===== config.mk =====
export PLATFORM = sky130hd
export DESIGN_NAME = input_layer_loader
export DESIGN_NICKNAME = d
export VERILOG_FILES = /design/src/rtl/input_layer_loader.sv
export SDC_FILE = /design/constraint.sdc
export NUM_CORES = 2
export LEC_CHECK = 0
export ABC_AREA = 1
export CORE_AREA = 2 2 344 346
export DETAILED_ROUTE_END_ITERATION = 7
export DIE_AREA = 0 0 346 348
export GPL_TIMING_DRIVEN = 0
export PLACE_DENSITY_LB_ADDON = 0.12
export SYNTH_ARGS = -nofsm -noshare
export SYNTH_HDL_FRONTEND = slang
export SYNTH_SLANG_ARGS = --single-unit

===== constraint.sdc =====
create_clock -name clk -period 3.78 [get_ports clk]
set_input_delay 0.756 -clock clk [delete_from_list [all_inputs] [get_ports clk]]
set_output_delay 0.756 -clock clk [all_outputs]
set_load 0.01 [all_outputs]

===== src/rtl/input_layer_loader.sv =====
// Ping-pong frame loader: packs a valid/ready byte stream into the flattened
// inputLayer vector and hands each complete frame to the network with a start pulse.
module input_layer_loader #(
   parameter int unsigned N_INPUTS   = 62,
   parameter int unsigned DATA_WIDTH = 8
) (
   input  logic                           clk,
   input  logic                           rst,
   input  logic                           inValid,
   input  logic [DATA_WIDTH-1:0]          inData,
   input  logic                           inLast,
   output logic                           inReady,
   input  logic                           nnDone,
   input  logic                           errClr,
   output logic [N_INPUTS*DATA_WIDTH-1:0] inputLayer,
   output logic                           start,
   output logic                           busy,
   output logic                           frameErr
);

   localparam int unsigned CW = $clog2(N_INPUTS);
   localparam logic [CW-1:0] LAST_IDX = CW'(N_INPUTS - 1);

   logic [CW-1:0]                  wrCount_q, wrCount_d;
   logic                           wrFull_q, wrFull_d;
   logic                           rdBusy_q, rdBusy_d;
   logic                           bankSel_q, bankSel_d;
   logic                           frameErr_q, frameErr_d;
   logic                           inReady_q, inReady_d;
   logic                           start_q, start_d;
   logic [N_INPUTS*DATA_WIDTH-1:0] bank0_q, bank0_d;
   logic [N_INPUTS*DATA_WIDTH-1:0] bank1_q, bank1_d;

   logic accept;
   logic swap;
   logic errSet;

   assign accept = inValid & inReady_q;
   assign swap   = wrFull_q & ~rdBusy_q;

   always_comb begin
      wrCount_d = wrCount_q;
      wrFull_d  = wrFull_q;
      rdBusy_d  = rdBusy_q;
      bankSel_d = bankSel_q;
      start_d   = 1'b0;
      errSet    = 1'b0;
      bank0_d   = bank0_q;
      bank1_d   = bank1_q;

      if (accept) begin
         // The write bank is whichever physical bank is not driving inputLayer.
         if (bankSel_q) begin
            bank0_d[wrCount_q*DATA_WIDTH +: DATA_WIDTH] = inData;
         end else begin
            bank1_d[wrCount_q*DATA_WIDTH +: DATA_WIDTH] = inData;
         end

         if (inLast && (wrCount_q == LAST_IDX)) begin
            wrFull_d  = 1'b1;
            wrCount_d = '0;
         end else if (inLast || (wrCount_q == LAST_IDX)) begin
            errSet    = 1'b1;
            wrCount_d = '0;
         end else begin
            wrCount_d = wrCount_q + 1'b1;
         end
      end

      // Accept and swap never coincide: inReady_q is low whenever wrFull_q is high.
      if (swap) begin
         bankSel_d = ~bankSel_q;
         wrFull_d  = 1'b0;
         rdBusy_d  = 1'b1;
         start_d   = 1'b1;
      end else if (nnDone && rdBusy_q) begin
         rdBusy_d = 1'b0;
      end

      if (errSet) begin
         frameErr_d = 1'b1;
      end else if (errClr) begin
         frameErr_d = 1'b0;
      end else begin
         frameErr_d = frameErr_q;
      end

      inReady_d = ~wrFull_d;
   end

   always_ff @(posedge clk) begin
      if (!rst) begin
         wrCount_q  <= '0;
         wrFull_q   <= 1'b0;
         rdBusy_q   <= 1'b0;
         bankSel_q  <= 1'b0;
         frameErr_q <= 1'b0;
         inReady_q  <= 1'b0;
         start_q    <= 1'b0;
         bank0_q    <= '0;
         bank1_q    <= '0;
      end else begin
         wrCount_q  <= wrCount_d;
         wrFull_q   <= wrFull_d;
         rdBusy_q   <= rdBusy_d;
         bankSel_q  <= bankSel_d;
         frameErr_q <= frameErr_d;
         inReady_q  <= inReady_d;
         start_q    <= start_d;
         bank0_q    <= bank0_d;
         bank1_q    <= bank1_d;
      end
   end

   assign inReady    = inReady_q;
   assign start      = start_q;
   assign busy       = rdBusy_q;
   assign frameErr   = frameErr_q;
   assign inputLayer = bankSel_q ? bank1_q : bank0_q;

endmodule


# --- Yosys cells after proc, flatten, opt, wreduce, memory -nomap -nowiden ---
# Index checks and enable logic that the tools add are counted.
totals:
  reg_bits: 1004
  inputBits: 14
  output_inout_bits: 500
  word_cells: 42
classes:
  n_addsub: 2
  n_eq_ne: 1
  shift: 2
  muxes: 16
  n_bitwise: 5
  reduce_logical: 7
op_table:
  columns: ["op", "n"]
  rows:
  - ["$bwmux 496", 2]
  - ["$mux 496", 1]
  - ["$shift 8x34->496 const A", 1]
  - ["$shiftx 8x34->496", 1]
  - ["$neg 9->34", 1]
  - ["$mux 6", 2]
  - ["$mux 1", 11]
  - ["$add 6x1->6 const B", 1]
  - ["$eq 6x6->1 const B", 1]
  - ["$reduce_and 2->1", 2]
  - ["$reduce_bool 2->1", 2]
  - ["$not 1->1", 3]
  - ["$and 1x1->1", 2]
  - ["$logic_and 1x1->1", 2]
  - ["$logic_or 1x1->1", 1]

# --- Depth between registers and ports, before layout ---
depth:
  word_depth: 6
  ltp_mapped: 16
  depth_no_buf: 14

# --- Worst setup path before layout ---
# Ideal clock, no wire load.
synth_timing:
  path_type: "reg-to-reg"
  from: "reg wrCount_q[0]"
  to: "reg bank0_q[457]"
  setup_time_ps: 124
  arrival_ps: 2563
  required_time_ps: 3656
  path_slack_ps: 1093
  path_stages_with_launch: 15
  n_path_buf: 3
  period_less_slack_ps: 2687
  cell_sequence: "dfxtp_1 -> buf_4 -> inv_4 -> clkbuf_1 -> ha_1 -> nand2_1 -> o21ai_2 -> nand2_4 -> inv_2 -> nand2_2 -> buf_2 -> nor2_1 -> nand2_1 -> o21ai_0 -> a21oi_1"
synth_between:
  elab_chain_len: 3
  elab_cells_between_ends: 4
  cone_classes: "1 x add/sub; 2 x shift; 1 x mux"
synth_lines:
  columns: ["element", "line", "source"]
  rows:
  - ["start: declaration", "24", "logic [CW-1:0] wrCount_q, wrCount_d;"]
  - ["start signal: assignment", "103", "wrCount_q <= wrCount_d;"]
  - ["$neg 9->34 (*)", "54", "bank0_d[wrCount_q*DATA_WIDTH +: DATA_WIDTH] = inData;"]
  - ["$shiftx 8x34->496 or $shift 8x34->496 (tied branches)", "54", null]
  - ["$bwmux 496 (*)", "54", null]
  - ["end signal: assignment", "110", "bank0_q <= bank0_d;"]
  - ["end: declaration", "31", "logic [N_INPUTS*DATA_WIDTH-1:0] bank0_q, bank0_d;"]
# Mark *: on every way between the ends. The rest lies on a longest branch, timed or not.
# A chain may end at the register's enable or synchronous reset.

# --- Final worst setup path ---
layout_timing:
  from: "reg bankSel_q"
  to: "out inputLayer[437]"
layout_between:
  elab_chain_len: 1
layout_lines:
  columns: ["element", "line", "source"]
  rows:
  - ["start: declaration", "27", "logic bankSel_q, bankSel_d;"]
  - ["start signal: assignment", "106", "bankSel_q <= bankSel_d;"]
  - ["$mux 496", "119", "assign inputLayer = bankSel_q ? bank1_q : bank0_q;"]
  - ["end: declaration", "15", "output logic [N_INPUTS*DATA_WIDTH-1:0] inputLayer,"]
# Every way passes these cells.

==> out/metrics.csv <==
stage;metric;value;unit
global_routing;grt_max_degree;15;
clock_tree;numClockSinks;1004;
critical_path;crit_arrival;3.06;ns
timing;timing.final.crit_share;101;%
routing;routedWlPerCell;23.2;µm
cells_and_area;layout_common_cells;1930 x nand2_1, 1516 x nor2_1, 1004 x dfxtp_1;
timing;relSlewSlack;1.50;%
clock_tree;clk_latency;0.73;ns
pwr;power_density;394;nW/µm²
place;routabilityCongestion;1.05;
global_routing;antenna_found_initial;15;
place;hpwlAfterDp;169000;µm
clock_tree;numCtsBuffers;112;
routing;viasPerCell;5.23;
yosys;synth_nets;7326;
die;initial_core_util;39.7;%
die;die_h;348;µm
die;coreArea;117000;µm²
clock_tree;cts_tree;built;
critical_path;worstSetupPathType;reg -> out;
place;port-buffer-count;512;
timing;rsz0062_at_grt;yes;
cells_and_area;syn_to_final_growth;25.5;%
routing;met2WireLength;99500;µm
hold_path;holdCritPathClass;reg -> reg;
yosys;synth-seq-cells;1004;
timing;slew_viol_final;0;
cells_and_area;nFillCells;12316;
pwr;ir_drop;0.000365;V
die;rows;126;
run_status;violations;setup timing;
yosys;ys.warnings.count;0;
global_routing;grt_overflow;0;
timing;hold_viol_final;0;
yosys;ys_seq_area_share;43.2;%
routing;dr.first_iter.drc_count;5111;
clock_tree;htreeDepth;3;
clock_tree;hold_buffers;0;
yosys;synth.top_cell.area_share;43.2;%
routing;num_vias;50010;
routing;top_layer;met5;
timing;final.setup.worst_slack;-0.0338;ns
global_routing;grt_pass1_wl;312000;µm
yosys;synthDistinctLibCells;36;
yosys;synth_area_leader_cell;dfxtp_1;
cells_and_area;final_common_cell;nand2_1;
critical_path;cp_data_required_time;3.02;ns
yosys;synth_edf_count;0;
critical_path;cp-start-kind;flip-flop;
yosys;synth_ff_type;dfxtp_1;
routing;first_pass_iters;6;
place;dp_cells;9354;
routing;ant_nets;0;
timing;period_needed;3.81;ns
yosys;synthArstFlopShare;0;%
clock_tree;clockRootBuffer;clkbuf_16;
critical_path;worstReg2RegStart;wrCount_q[0];
timing;clock_skew;0.0343;ns
timing;finalSetupViolCount;14;
yosys;synth_area;46500;µm²
timing;worst_slew_pin_slew;1.48;ns
flow_run;max_cap_viol_count;0;
clock_tree;clockBufferDepth;3;
pwr;leakagePower;26.5;nW
die;ioPinCount;514;
hold_path;holdCritStartpoint;bank1_q[216];
yosys;syn-instance-count;7306;
routing;routed_wl;222000;µm
pwr;fin_total_pwr;0.0230;W
routing;route.detailed.drc;0;
global_routing;first_global_vias;45135;
timing;whs;0.443;ns
global_routing;track_usage;35.5;%
die;die_w;346;µm
cells_and_area;final_cells;9567;
yosys;synth_top_cells_by_area;dfxtp_1 43%, nand2_1 16%, nor2_1 13%;
cells_and_area;drive_gt1_share;7.60;%
routing;dr_wl_met3;19600;µm
die;die_area;120000;µm²
critical_path;path_max_fanout;10;
cells_and_area;post-route-util;49.9;%
clock_tree;clk_pin_slew;0.06;ns
critical_path;crit_path_start;bankSel_q;
critical_path;critPathCaptureType;output port;
timing;clock.fmax;262;MHz
routing;wl_met1;88800;µm
yosys;avgSynthCellArea;6.36;µm²
cells_and_area;nets;7956;
run_status;status;finished, violations left;
[state kept, by name, summed over array words and instances (netlist names)]
signal / cells
inReady: 1
wrCount_q: 6
wrFull_q: 1
busy: 1
bank1_q: 496
frameErr: 1
bank0_q: 496
start: 1
bankSel_q: 1
[kinds of logic (layout without fill, tap and decap cells)]
group                      Yosys count  in the layout  synth area share, %
and+or+nand+nor                   3884           3884                 33.7
adders and majority gates            6              6                0.161
other                                0              2                    0
AOI/OAI and AO/OA                 1144           1144                 12.4
DFF                               1004           1004                 43.2
buffers and inverters             1268           1991                 10.6
[cells in the mapped netlist (11+ instances only)]
cell / number
nor2_4: 11
o21ai_0: 814
a21oi_1: 319
clkbuf_1: 300
nand3_1: 104
inv_2: 17
buf_2: 84
nand4_2: 19
nand4_1: 108
buf_1: 19
nand2_1: 1950
nand3_2: 11
nor3_1: 74
dfxtp_1: 1004
nor2_1: 1570
inv_1: 832
[routing by layer]
layer  global-route usage, %  vias to the layer above
li1                        -                    23827
met1                    44.6                    23379
met2                    57.0                     2274
met3                    6.86                      520
met4                    19.9                       10
met5                       0                        -
[where the power goes]
group	switching [W]	leakage (nW)	total, W	internal, W
Sequential	0.00000439	8.08	0.0106	0.0106
Clock	0.00469	1.91	0.0114	0.00672
Combinational	0.000823	16.5	0.000976	0.000153
Total	0.00552	26.5	0.0230	0.0175
[final timing paths]
kind,end,slack [ns],cells past startpoint
max,inputLayer[437],-0.03,8
min,bank1_q[216],0.44,2
max reg2reg,bank0_q[51],-0.03,13
min reg2reg,bank1_q[216],0.44,2
[worst max-delay path: stages (launching register included)]
cell and delay, ns:
dfxtp_1 0.37, buf_8 0.21, clkbuf_8 0.21, clkbuf_16 0.22
clkbuf_16 0.23, clkbuf_8 0.21, nand2_1 0.06, nand2_1 0.22
clkdlybuf4s50_1 0.60
[through the flow]
stage	TNS, ns	area (µm²)	setup WS, ns
floorplan	0	46500	1.09
global placement	-938.42	53500	-2.06
detailed placement	-819.64	53500	-2.01
CTS	-0.00964	57900	-0.00964
global route	-0.323	58300	-0.117
finish	-0.193	58300	-0.0338
[final cells by class]
cell class	instances	area [µm²]	area share [%]
multi-input cells	5034	22000	37.6
flip-flops and latches	1004	20100	34.5
repair buffers	517	5200	8.91
clock buffers	173	3490	5.98
inverters	855	3220	5.52
plain buffers	412	2100	3.60
well taps	1536	1920	3.30
clock inverters	34	334	0.573
diodes	2	5.00	0.00858
[repair_timing]
action	CTS	global route
pin swaps	0	3
setup endpoints to repair	1233	471
gates resized for setup	243	162
buffers inserted	0	5
(Power assumes the default switching activity.)
